[config.mk]
export PLATFORM = sky130hd
export DESIGN_NAME = key_click_decoder_flat
export DESIGN_NICKNAME = d
export VERILOG_FILES = /design/src/rtl/key_pkg.sv /design/src/rtl/key_click_decoder_if.sv /design/src/rtl/key_click_timer.sv /design/src/rtl/key_click_decoder.sv /design/src/flat_wrapper.sv
export SDC_FILE = /design/constraint.sdc
export NUM_CORES = 1
export LEC_CHECK = 0
export BUFFER_PORTS_ARGS = -buffer_cell sky130_fd_sc_hd__buf_2
export CAP_MARGIN = 20
export CORE_MARGIN = 1.5
export CORE_UTILIZATION = 25
export DETAILED_ROUTE_END_ITERATION = 6
export MAX_ROUTING_LAYER = met4
export PLACE_DENSITY = 0.39
export SYNTH_ARGS = -nofsm -noshare
export SYNTH_HDL_FRONTEND = slang
export SYNTH_HIERARCHICAL = 1
export SYNTH_SLANG_ARGS = --single-unit
[constraint.sdc]
create_clock -name clk -period 3.8 [get_ports clk]
set_input_delay 0.38 -clock clk [delete_from_list [all_inputs] [get_ports clk]]
set_output_delay 0.38 -clock clk [all_outputs]
set_load 0.02 [all_outputs]
[src/rtl/key_pkg.sv]
// Shared definitions for the key input chain: FSM state encoding, default clock
// frequency and millisecond-to-cycle conversion used by debounce and click stages.
package key_pkg;

    localparam logic [1:0] ST_IDLE    = 2'd0;
    localparam logic [1:0] ST_COLLECT = 2'd1;
    localparam logic [1:0] ST_EMIT    = 2'd2;
    localparam logic [1:0] ST_HOLD    = 2'd3;

    typedef enum logic [1:0] {
        IDLE    = ST_IDLE,
        COLLECT = ST_COLLECT,
        EMIT    = ST_EMIT,
        HOLD    = ST_HOLD
    } state_t;

    localparam int unsigned CLK_FREQ = 50_000_000;

    function automatic int unsigned ms_to_cycles(input int unsigned ms,
                                                 input int unsigned clk_freq = CLK_FREQ);
        return (clk_freq / 1000) * ms;
    endfunction

endpackage

[src/rtl/key_click_decoder_if.sv]
// Press-pulse input and click-event outputs of the click decoder.
interface key_click_decoder_if #(
    parameter int MAX_CLICKS = 3
);
    localparam int CNT_W = $clog2(MAX_CLICKS + 1);

    logic             key_come;
    logic             click_valid;
    logic [CNT_W-1:0] click_num;
    logic             busy;

    modport master (output key_come, input click_valid, click_num, busy);
    modport slave  (input key_come, output click_valid, click_num, busy);

endinterface

[src/rtl/key_click_timer.sv]
// Clearable up-counter with a runtime terminal count; wraps to zero on the
// cycle it flags expiry so it never overflows its width.
module key_click_timer #(
    parameter int W = 8
) (
    input  logic         clk,
    input  logic         rst,
    input  logic         clr,
    input  logic         en,
    input  logic [W-1:0] tc,
    output logic         expire
);

    logic [W-1:0] count;

    assign expire = en && (count == tc);

    always_ff @(posedge clk) begin
        if (rst || clr) begin
            count <= '0;
        end else if (en) begin
            count <= expire ? '0 : count + 1'b1;
        end
    end

endmodule

[src/rtl/key_click_decoder.sv]
// Groups debounced key presses into single/double/.../N-click events.
// Optional post-event holdoff is compiled in with `define KEY_CLICK_HOLDOFF_EN.
module key_click_decoder
    import key_pkg::*;
#(
    parameter int WINDOW_CYC  = int'(ms_to_cycles(500)),
    parameter int MAX_CLICKS  = 3,
    parameter int HOLDOFF_CYC = int'(ms_to_cycles(100))
) (
    input logic               clk,
    input logic               rst,
    key_click_decoder_if.slave bus
);

    localparam int CNT_W = $clog2(MAX_CLICKS + 1);
    localparam int WIN_W = $clog2(WINDOW_CYC);
`ifdef KEY_CLICK_HOLDOFF_EN
    localparam int HOLD_W = (HOLDOFF_CYC > 1) ? $clog2(HOLDOFF_CYC) : 1;
    localparam int TW     = (WIN_W > HOLD_W) ? WIN_W : HOLD_W;
`else
    localparam int TW     = WIN_W;
`endif

    if (WINDOW_CYC < 2 || MAX_CLICKS < 1 || HOLDOFF_CYC < 1) begin : g_param_check
        $error("key_click_decoder: WINDOW_CYC >= 2, MAX_CLICKS >= 1, HOLDOFF_CYC >= 1 required");
    end

    state_t           state;
    logic [CNT_W-1:0] cnt;
    logic             click_valid_r;
    logic [CNT_W-1:0] click_num_r;
    logic             busy_r;

    logic             tmr_clr;
    logic             tmr_en;
    logic             tmr_expire;
    logic [TW-1:0]    tmr_tc;

    // One timer serves both the inter-click window and the holdoff period.
    always_comb begin
        tmr_en  = (state == COLLECT);
        tmr_tc  = TW'(WINDOW_CYC - 1);
`ifdef KEY_CLICK_HOLDOFF_EN
        if (state == HOLD) begin
            tmr_en = 1'b1;
            tmr_tc = TW'(HOLDOFF_CYC - 1);
        end
`endif
        tmr_clr = !tmr_en || ((state == COLLECT) && bus.key_come);
    end

    key_click_timer #(
        .W (TW)
    ) u_timer (
        .clk    (clk),
        .rst    (rst),
        .clr    (tmr_clr),
        .en     (tmr_en),
        .tc     (tmr_tc),
        .expire (tmr_expire)
    );

    // Outputs follow the state one edge later, so the pulse lines up with busy.
    always_ff @(posedge clk) begin
        if (rst) begin
            state         <= IDLE;
            cnt           <= '0;
            click_valid_r <= 1'b0;
            click_num_r   <= '0;
            busy_r        <= 1'b0;
        end else begin
            click_valid_r <= (state == EMIT);
            busy_r        <= (state != IDLE);
            if (state == EMIT) begin
                click_num_r <= cnt;
            end

            case (state)
                IDLE: begin
                    if (bus.key_come) begin
                        cnt   <= CNT_W'(1);
                        state <= (MAX_CLICKS == 1) ? EMIT : COLLECT;
                    end
                end
                COLLECT: begin
                    // A full group closes on the following edge; a press landing on
                    // the expiry cycle still counts and reopens the window.
                    if (cnt == CNT_W'(MAX_CLICKS)) begin
                        state <= EMIT;
                    end else if (bus.key_come) begin
                        cnt <= cnt + 1'b1;
                    end else if (tmr_expire) begin
                        state <= EMIT;
                    end
                end
                EMIT: begin
`ifdef KEY_CLICK_HOLDOFF_EN
                    state <= HOLD;
`else
                    state <= IDLE;
`endif
                end
`ifdef KEY_CLICK_HOLDOFF_EN
                HOLD: begin
                    if (tmr_expire) begin
                        state <= IDLE;
                    end
                end
`endif
                default: state <= IDLE;
            endcase
        end
    end

    assign bus.click_valid = click_valid_r;
    assign bus.click_num   = click_num_r;
    assign bus.busy        = busy_r;

endmodule

[src/flat_wrapper.sv]
// flat-port wrapper written by rule: the top's interface ports become plain ports
module key_click_decoder_flat import key_pkg::*;
#(
    parameter int WINDOW_CYC  = int'(ms_to_cycles(500)),
    parameter int MAX_CLICKS  = 3,
    parameter int HOLDOFF_CYC = int'(ms_to_cycles(100))
)
  (clk, rst, bus_key_come, bus_click_valid, bus_click_num, bus_busy);
  key_click_decoder_if #(.MAX_CLICKS(MAX_CLICKS)) bus_i ();
  input logic clk;
  input logic rst;
  input wire logic [$bits(bus_i.key_come)-1:0] bus_key_come;
  output wire logic [$bits(bus_i.click_valid)-1:0] bus_click_valid;
  output wire logic [$bits(bus_i.click_num)-1:0] bus_click_num;
  output wire logic [$bits(bus_i.busy)-1:0] bus_busy;
  assign bus_i.key_come = bus_key_come;
  assign bus_click_valid = bus_i.click_valid;
  assign bus_click_num = bus_i.click_num;
  assign bus_busy = bus_i.busy;
  key_click_decoder #(.WINDOW_CYC(WINDOW_CYC), .MAX_CLICKS(MAX_CLICKS), .HOLDOFF_CYC(HOLDOFF_CYC)) u_core (.clk(clk), .rst(rst), .bus(bus_i));
endmodule
## Word-level counts from Yosys, hierarchy flattened

Cells that the tools add are included.
W data, S select, Z words.

| word-level totals | value |
|---|---|
| register bits | 33 |
| bits of input ports | 3 |
| output and inout port bits | 4 |
| word-level logic and storage cells | 36 |

| cells by class | value |
|---|---|
| add/subtract/negate cells | 2 |
| equal/unequal tests | 9 |
| mux-type cells | 9 |
| reduce and logical (&&, ||, !) cells | 10 |

Operators with widths:

| cell | number |
|---|---|
| $add A25 B1 Y25 const B | 1 |
| $eq A25 B25 Y1 const B | 1 |
| $mux W25 | 1 |
| $mux W2 | 6 |
| $pmux W2 S2 | 2 |
| $ne A2 B2 Y1 const B | 3 |
| $eq A2 B2 Y1 const B | 2 |
| $reduce_and A4 Y1 | 1 |
| $reduce_bool A2 Y1 | 2 |
| $ne A3 B1 Y1 const B | 1 |
| $ne A3 B2 Y1 const B | 1 |
| $reduce_and A3 Y1 | 1 |
| $add A2 B1 Y2 const B | 1 |
| $eq A2 B1 Y1 const B | 1 |
| $logic_and A1 B1 Y1 | 2 |
| $logic_not A2 Y1 | 1 |
| $logic_or A1 B1 Y1 | 2 |
| $logic_not A1 Y1 | 1 |

## Longest topological paths before layout

| depth | value |
|---|---|
| depth in word-level cells | 6 |
| depth in mapped cells | 7 |
| depth with buffers taken out | 7 |

## Cells and area by module

Netlist, hierarchy kept.

By module, submodules not included:

| module | instances | cells each | area an instance (um2) |
|---|---|---|---|
| key_click_timer | 1 | 164 | 1443.9 |
| key_click_decoder | 1 | 37 | 334.1 |

## Worst setup path before layout

Ideal clock, no wire load.

| timing | value |
|---|---|
| path type | register to register |
| start | register u_core.state[0] |
| end | register u_core.u_timer.count[17] |
| library setup time | 0.115 ns |
| arrival time | 1.650 ns |
| data required time | 3.685 ns |
| setup slack | 2.036 ns |
| cell stages (with the launch flop) | 8 |
| path through | dfxtp_1 and2b_2 clkbuf_2 and4_2 nand3_1 nor4_1 xnor2_1 nor2_1 |

| between the ends | value |
|---|---|
| cells in the longest elaborated chain, start to end | 4 |
| elaborated cells on any way between the ends | 7 |

Ends and longest elaborated chain:

| item | RTL line | text |
|---|---|---|
| start: declaration | key_click_decoder.sv:28 | `state_t state;` |
| start signal: assignment | key_click_decoder.sv:82 | `state <= (MAX_CLICKS == 1) ? EMIT : COLLECT;` |
| $eq A2 B1 Y1 (*) | key_click_decoder.sv:41 | `tmr_en = (state == COLLECT);` |
| named net u_core.tmr_en | key_click_decoder.sv:35 | `logic tmr_en;` |
| $logic_not A1 Y1 or $logic_and A1 B1 Y1 (tied branches) | key_click_decoder.sv:49 | `tmr_clr = !tmr_en \|\| ((state == COLLECT) && bus.key_come);` |
| $logic_or A1 B1 Y1 | key_click_decoder.sv:49 |  |
| $logic_or A1 B1 Y1 | key_click_timer.sv:19 | `if (rst \|\| clr) begin` |
| end signal: assignment | key_click_timer.sv:22 | `count <= expire ? '0 : count + 1'b1;` |
| end: declaration | key_click_timer.sv:14 | `logic [W-1:0] count;` |

The timed path passes the listed nets; every way through them passes the cells marked *.
A chain may end at the register's enable or synchronous reset.

## Final worst setup path

| timing | value |
|---|---|
| start | register u_core.u_timer.count[18] |
| end | register u_core.u_timer.count[1] |

| between the ends | value |
|---|---|
| cells in the longest elaborated chain, start to end | 3 |

Ends and longest elaborated chain:

| item | RTL line | text |
|---|---|---|
| $eq A25 B25 Y1 | key_click_timer.sv:16 | `assign expire = en && (count == tc);` |
| $logic_and A1 B1 Y1 | key_click_timer.sv:16 |  |
| $mux W25 | key_click_timer.sv:22 |  |

No other way between the ends.

==> impl_summary.md <==
Placement
During placement, the flow inserted port buffers numbering 6. The cell total after placement is between 300 and 400. Routability-driven placement finished with a final weighted congestion of 0.776.

The post-detailed-placement cell area is just under 0.002 mm2. The HPWL after detailed placement is 2710 um.

Layout
The library cells used most frequently in the layout, excluding fill and tap cells, are 33 x sky130_fd_sc_hd__dfxtp_1, 31 x sky130_fd_sc_hd__nor2_1, 31 x sky130_fd_sc_hd__xor2_1. Once layout is complete, the cells apart from fillers number 330. Summing all non-filler instances in the final layout gives an area of 0.00210 mm2. The area added between synthesis and finish is 18.4%. Of the cells placed in the final design, the portion with a size suffix greater than 1 is a little under an eighth.

Leaving out fill and tap cells, the most frequent cell in the layout is sky130_fd_sc_hd__dfxtp_1. The number of fill cells in the layout is 791. The number of antenna repair diodes is 0. The count of nets after finishing is between 200 and 250.

Critical path
Together, buffers and inverters on the worst path number 1. Data on the critical path is required at its endpoint by between 3000 and 4000 ps. Of all nets on the critical path, the largest fanout is 14. The largest single stage delay on the critical path is 540 ps. The worst setup path is launched from a register. The critical path goes through xor2_1 -> nor4_2 -> nand3_2 -> o31ai_4 -> buf_4 -> o21ai_0. The largest individual stage delay along the critical path comes from the cell sky130_fd_sc_hd__o31ai_4. The critical path in this run is classified as reg2reg. Broken down by cell family, the worst path's largest delay share belongs to compound AO/OA/AOI/OAI gates.

The critical path capture point type is a register. Data arrives at the worst endpoint at around 2300 ps.

Power
VDD sags by at most 0.000146 V. The cell area power density is 349 mW/mm2. The static leakage power is around 0.76 nW. Overall power consumption after layout is estimated at 734 uW.

GRT
The largest net degree at the start of global routing is 15. The number of global-route vias before repair is around 1.3k. The global route total overflow is 0. The initial antenna violation count was 0. Across every metal layer, demand over resource in global routing totals between 10% and 20%. The wire length of the first global-routing pass is between 6000 and 7000 um.

Synthesis
The unique cell type count in the Yosys netlist is 37. The share of flip-flops with an asynchronous set or reset is 0%. The synthesized area per cell is approximately 8.8 um2. After synthesis, the largest family of logic cells by area is simple AND/OR/NAND/NOR gates. Summing the areas of all compound-gate instances in the mapped netlist gives under 10% of the synthesized area. The leading register cell type out of synthesis is sky130_fd_sc_hd__dfxtp_1. The synthesized netlist devotes 23.6% of its cell area to XOR and XNOR gates. The yosys synthesis warning count is 6. The number of enable flip-flop cells after synthesis is 0. The fraction of the mapped netlist area in adder cells is approximately 1.4%. Summing every instance area after synthesis gives between 0.0015 and 0.002 mm2. The number of synthesized register bits is 33. The post-synthesis share of cell area spent on and, or, nand and nor gates is between 20 and 30%. The synthesized instance count is roughly 200. The share of the Yosys chip area taken by registers is 37.2%. The mux contribution to synthesized area is around 1.1%.

Drt
The post-route antenna net violation count is 0. The first-iteration detailed-routing DRC count is 22. The detailed-route via count is between 1k and 1.5k. In the routed layout, each cell is associated on average with a via count of 4.02. The first-pass detailed-route iteration total is 4.

The wire length per cell is 10.7 um. For this run, design rule violations remaining after detail routing come to 0. The final layout contains routed wiring with a total length of 3530 um.

Floorplan
The starting utilization of the core area is 26.0%. For this design the top-level I/O count stands at 7. The full die area is 0.00763 mm2.

After floorplanning, the core was sized to cover roughly 0.0068 mm2. The die width is 87.3 um. In this run the core area contains 30 standard-cell rows. The die is between 80 and 90 um tall.

STA
The normalized max-slew margin is about two thirds. Setup violations remaining at the end of the flow were counted as 0. The final critical-path share of the clock period is around 56%. The setup skew after layout is 6.13 ps. The setup total negative slack is 0 ps. The measured slew at the worst slew-check pin is 512 ps.

The total count of max-transition violations in the final report is 0. The number of hold violations in the final report is 0. Setup repair after global routing left no endpoint under its margin. The maximum achievable frequency is roughly 0.47 GHz. The shortest period the worst path allows is 2130 ps.

CTS
Counting every sink on the clock net gives 33. The TritonCTS clock tree is built. Counting along the longest clock path gives a buffer depth of 2. Clock latency on the worst-skew pair, taken at its later pin, is 280 ps. The H-tree generated during clock tree synthesis spans 2 levels.

In this run the post-CTS setup repair buffer count came out at 0. In this run, post-CTS repair resized a total of 0 instances. The clock slew at the register clock pins of the worst setup and hold paths is approximately 70 ps. The root buffer cell is sky130_fd_sc_hd__clkbuf_8. The number of buffers inserted during clock tree synthesis is 5.

The cts-stage hold buffer count is 0.

Run
Across the run, the number of max-cap violations was 0.

Worst hold path
The path class of the tightest hold or removal check is in2reg.

Outcome
The run finished with clean final reports.
## report_power, final
group	switching [mW]	leakage (nW)	internal, mW
sequential	0.00285	0.267	0.348
combinational	0.0230	0.433	0.0135
clock	0.133	0.0574	0.213
total	0.159	0.757	0.575
## layout make-up
| cell class | count | area, um2 | share of cell area [%] |
|---|---|---|---|
| flip-flops and latches | 33 | 661 | 31.4 |
| repair buffers | 7 | 37.5 | 1.78 |
| clock inverters | 2 | 37.5 | 1.78 |
| clock buffers | 6 | 82.6 | 3.92 |
| inverters | 7 | 26.3 | 1.25 |
| well taps | 96 | 120 | 5.71 |
| multi-input cells | 179 | 1140 | 54.2 |
## final timing paths
check	start	end	slack [ps]	cells after the start
max	u_core/u_timer/count[18]	u_core/u_timer/count[1]	1670	6
min	rst	u_core/bus.click_valid	380	2
max reg2reg	u_core/u_timer/count[18]	u_core/u_timer/count[1]	1670	6
min reg2reg	u_core/bus.click_num[1]	u_core/bus.click_num[1]	490	2
## cell usage after synthesis (3+ instances only)
cell type / count / share of area, %
sky130_fd_sc_hd__a21oi_1: 4 / 1.1
sky130_fd_sc_hd__and4_1: 3 / 1.5
sky130_fd_sc_hd__dfxtp_1: 33 / 37
sky130_fd_sc_hd__inv_1: 7 / 1.5
sky130_fd_sc_hd__nand2_1: 12 / 2.5
sky130_fd_sc_hd__nand3_1: 4 / 1.1
sky130_fd_sc_hd__nand4_1: 7 / 2.5
sky130_fd_sc_hd__nor2_1: 31 / 6.5
sky130_fd_sc_hd__nor2_2: 4 / 1.4
sky130_fd_sc_hd__nor3_1: 7 / 2.0
sky130_fd_sc_hd__nor4_1: 6 / 2.1
sky130_fd_sc_hd__nor4_2: 3 / 2.1
sky130_fd_sc_hd__xnor2_1: 17 / 8.4
sky130_fd_sc_hd__xor2_1: 31 / 15
## metrics by stage
stage	worst slack [ps]	hold slack [ps]	utilization [%]
final	1670	381	30.8
after global routing	1460	381	30.8
after global placement	1620	478	29.0
after detailed placement	1610	484	29.0
after CTS	1590	369	30.8
after floorplan	2040	458	-
## layer usage
layer | GRT usage, % | up-vias | wire length (um)
met5 | - | - | 0
met4 | 5.19 | 0 | 81
met3 | 2.27 | 6 | 81
met2 | 16.5 | 13 | 1580
met1 | 14.0 | 594 | 1790
li1 | - | 713 | -
## flip-flops by register name (all words and copies together) (netlist names)
register                cells
u_core/bus.busy             1
u_core/cnt                  2
u_core/u_timer/count       25
u_core/state                2
u_core/bus.click_valid      1
u_core/bus.click_num        2
## logic make-up after synthesis
logic type               count (synthesis)
buffers and inverters                   12
multiplexers                             2
AND/OR/NAND/NOR                         92
flip-flops                              33
other                                    2
adder cells (fa/ha/maj)                  2
AO/OA/AOI/OAI                           10
XOR/XNOR                                48
Note: power is estimated with default switching activity, not from simulation.
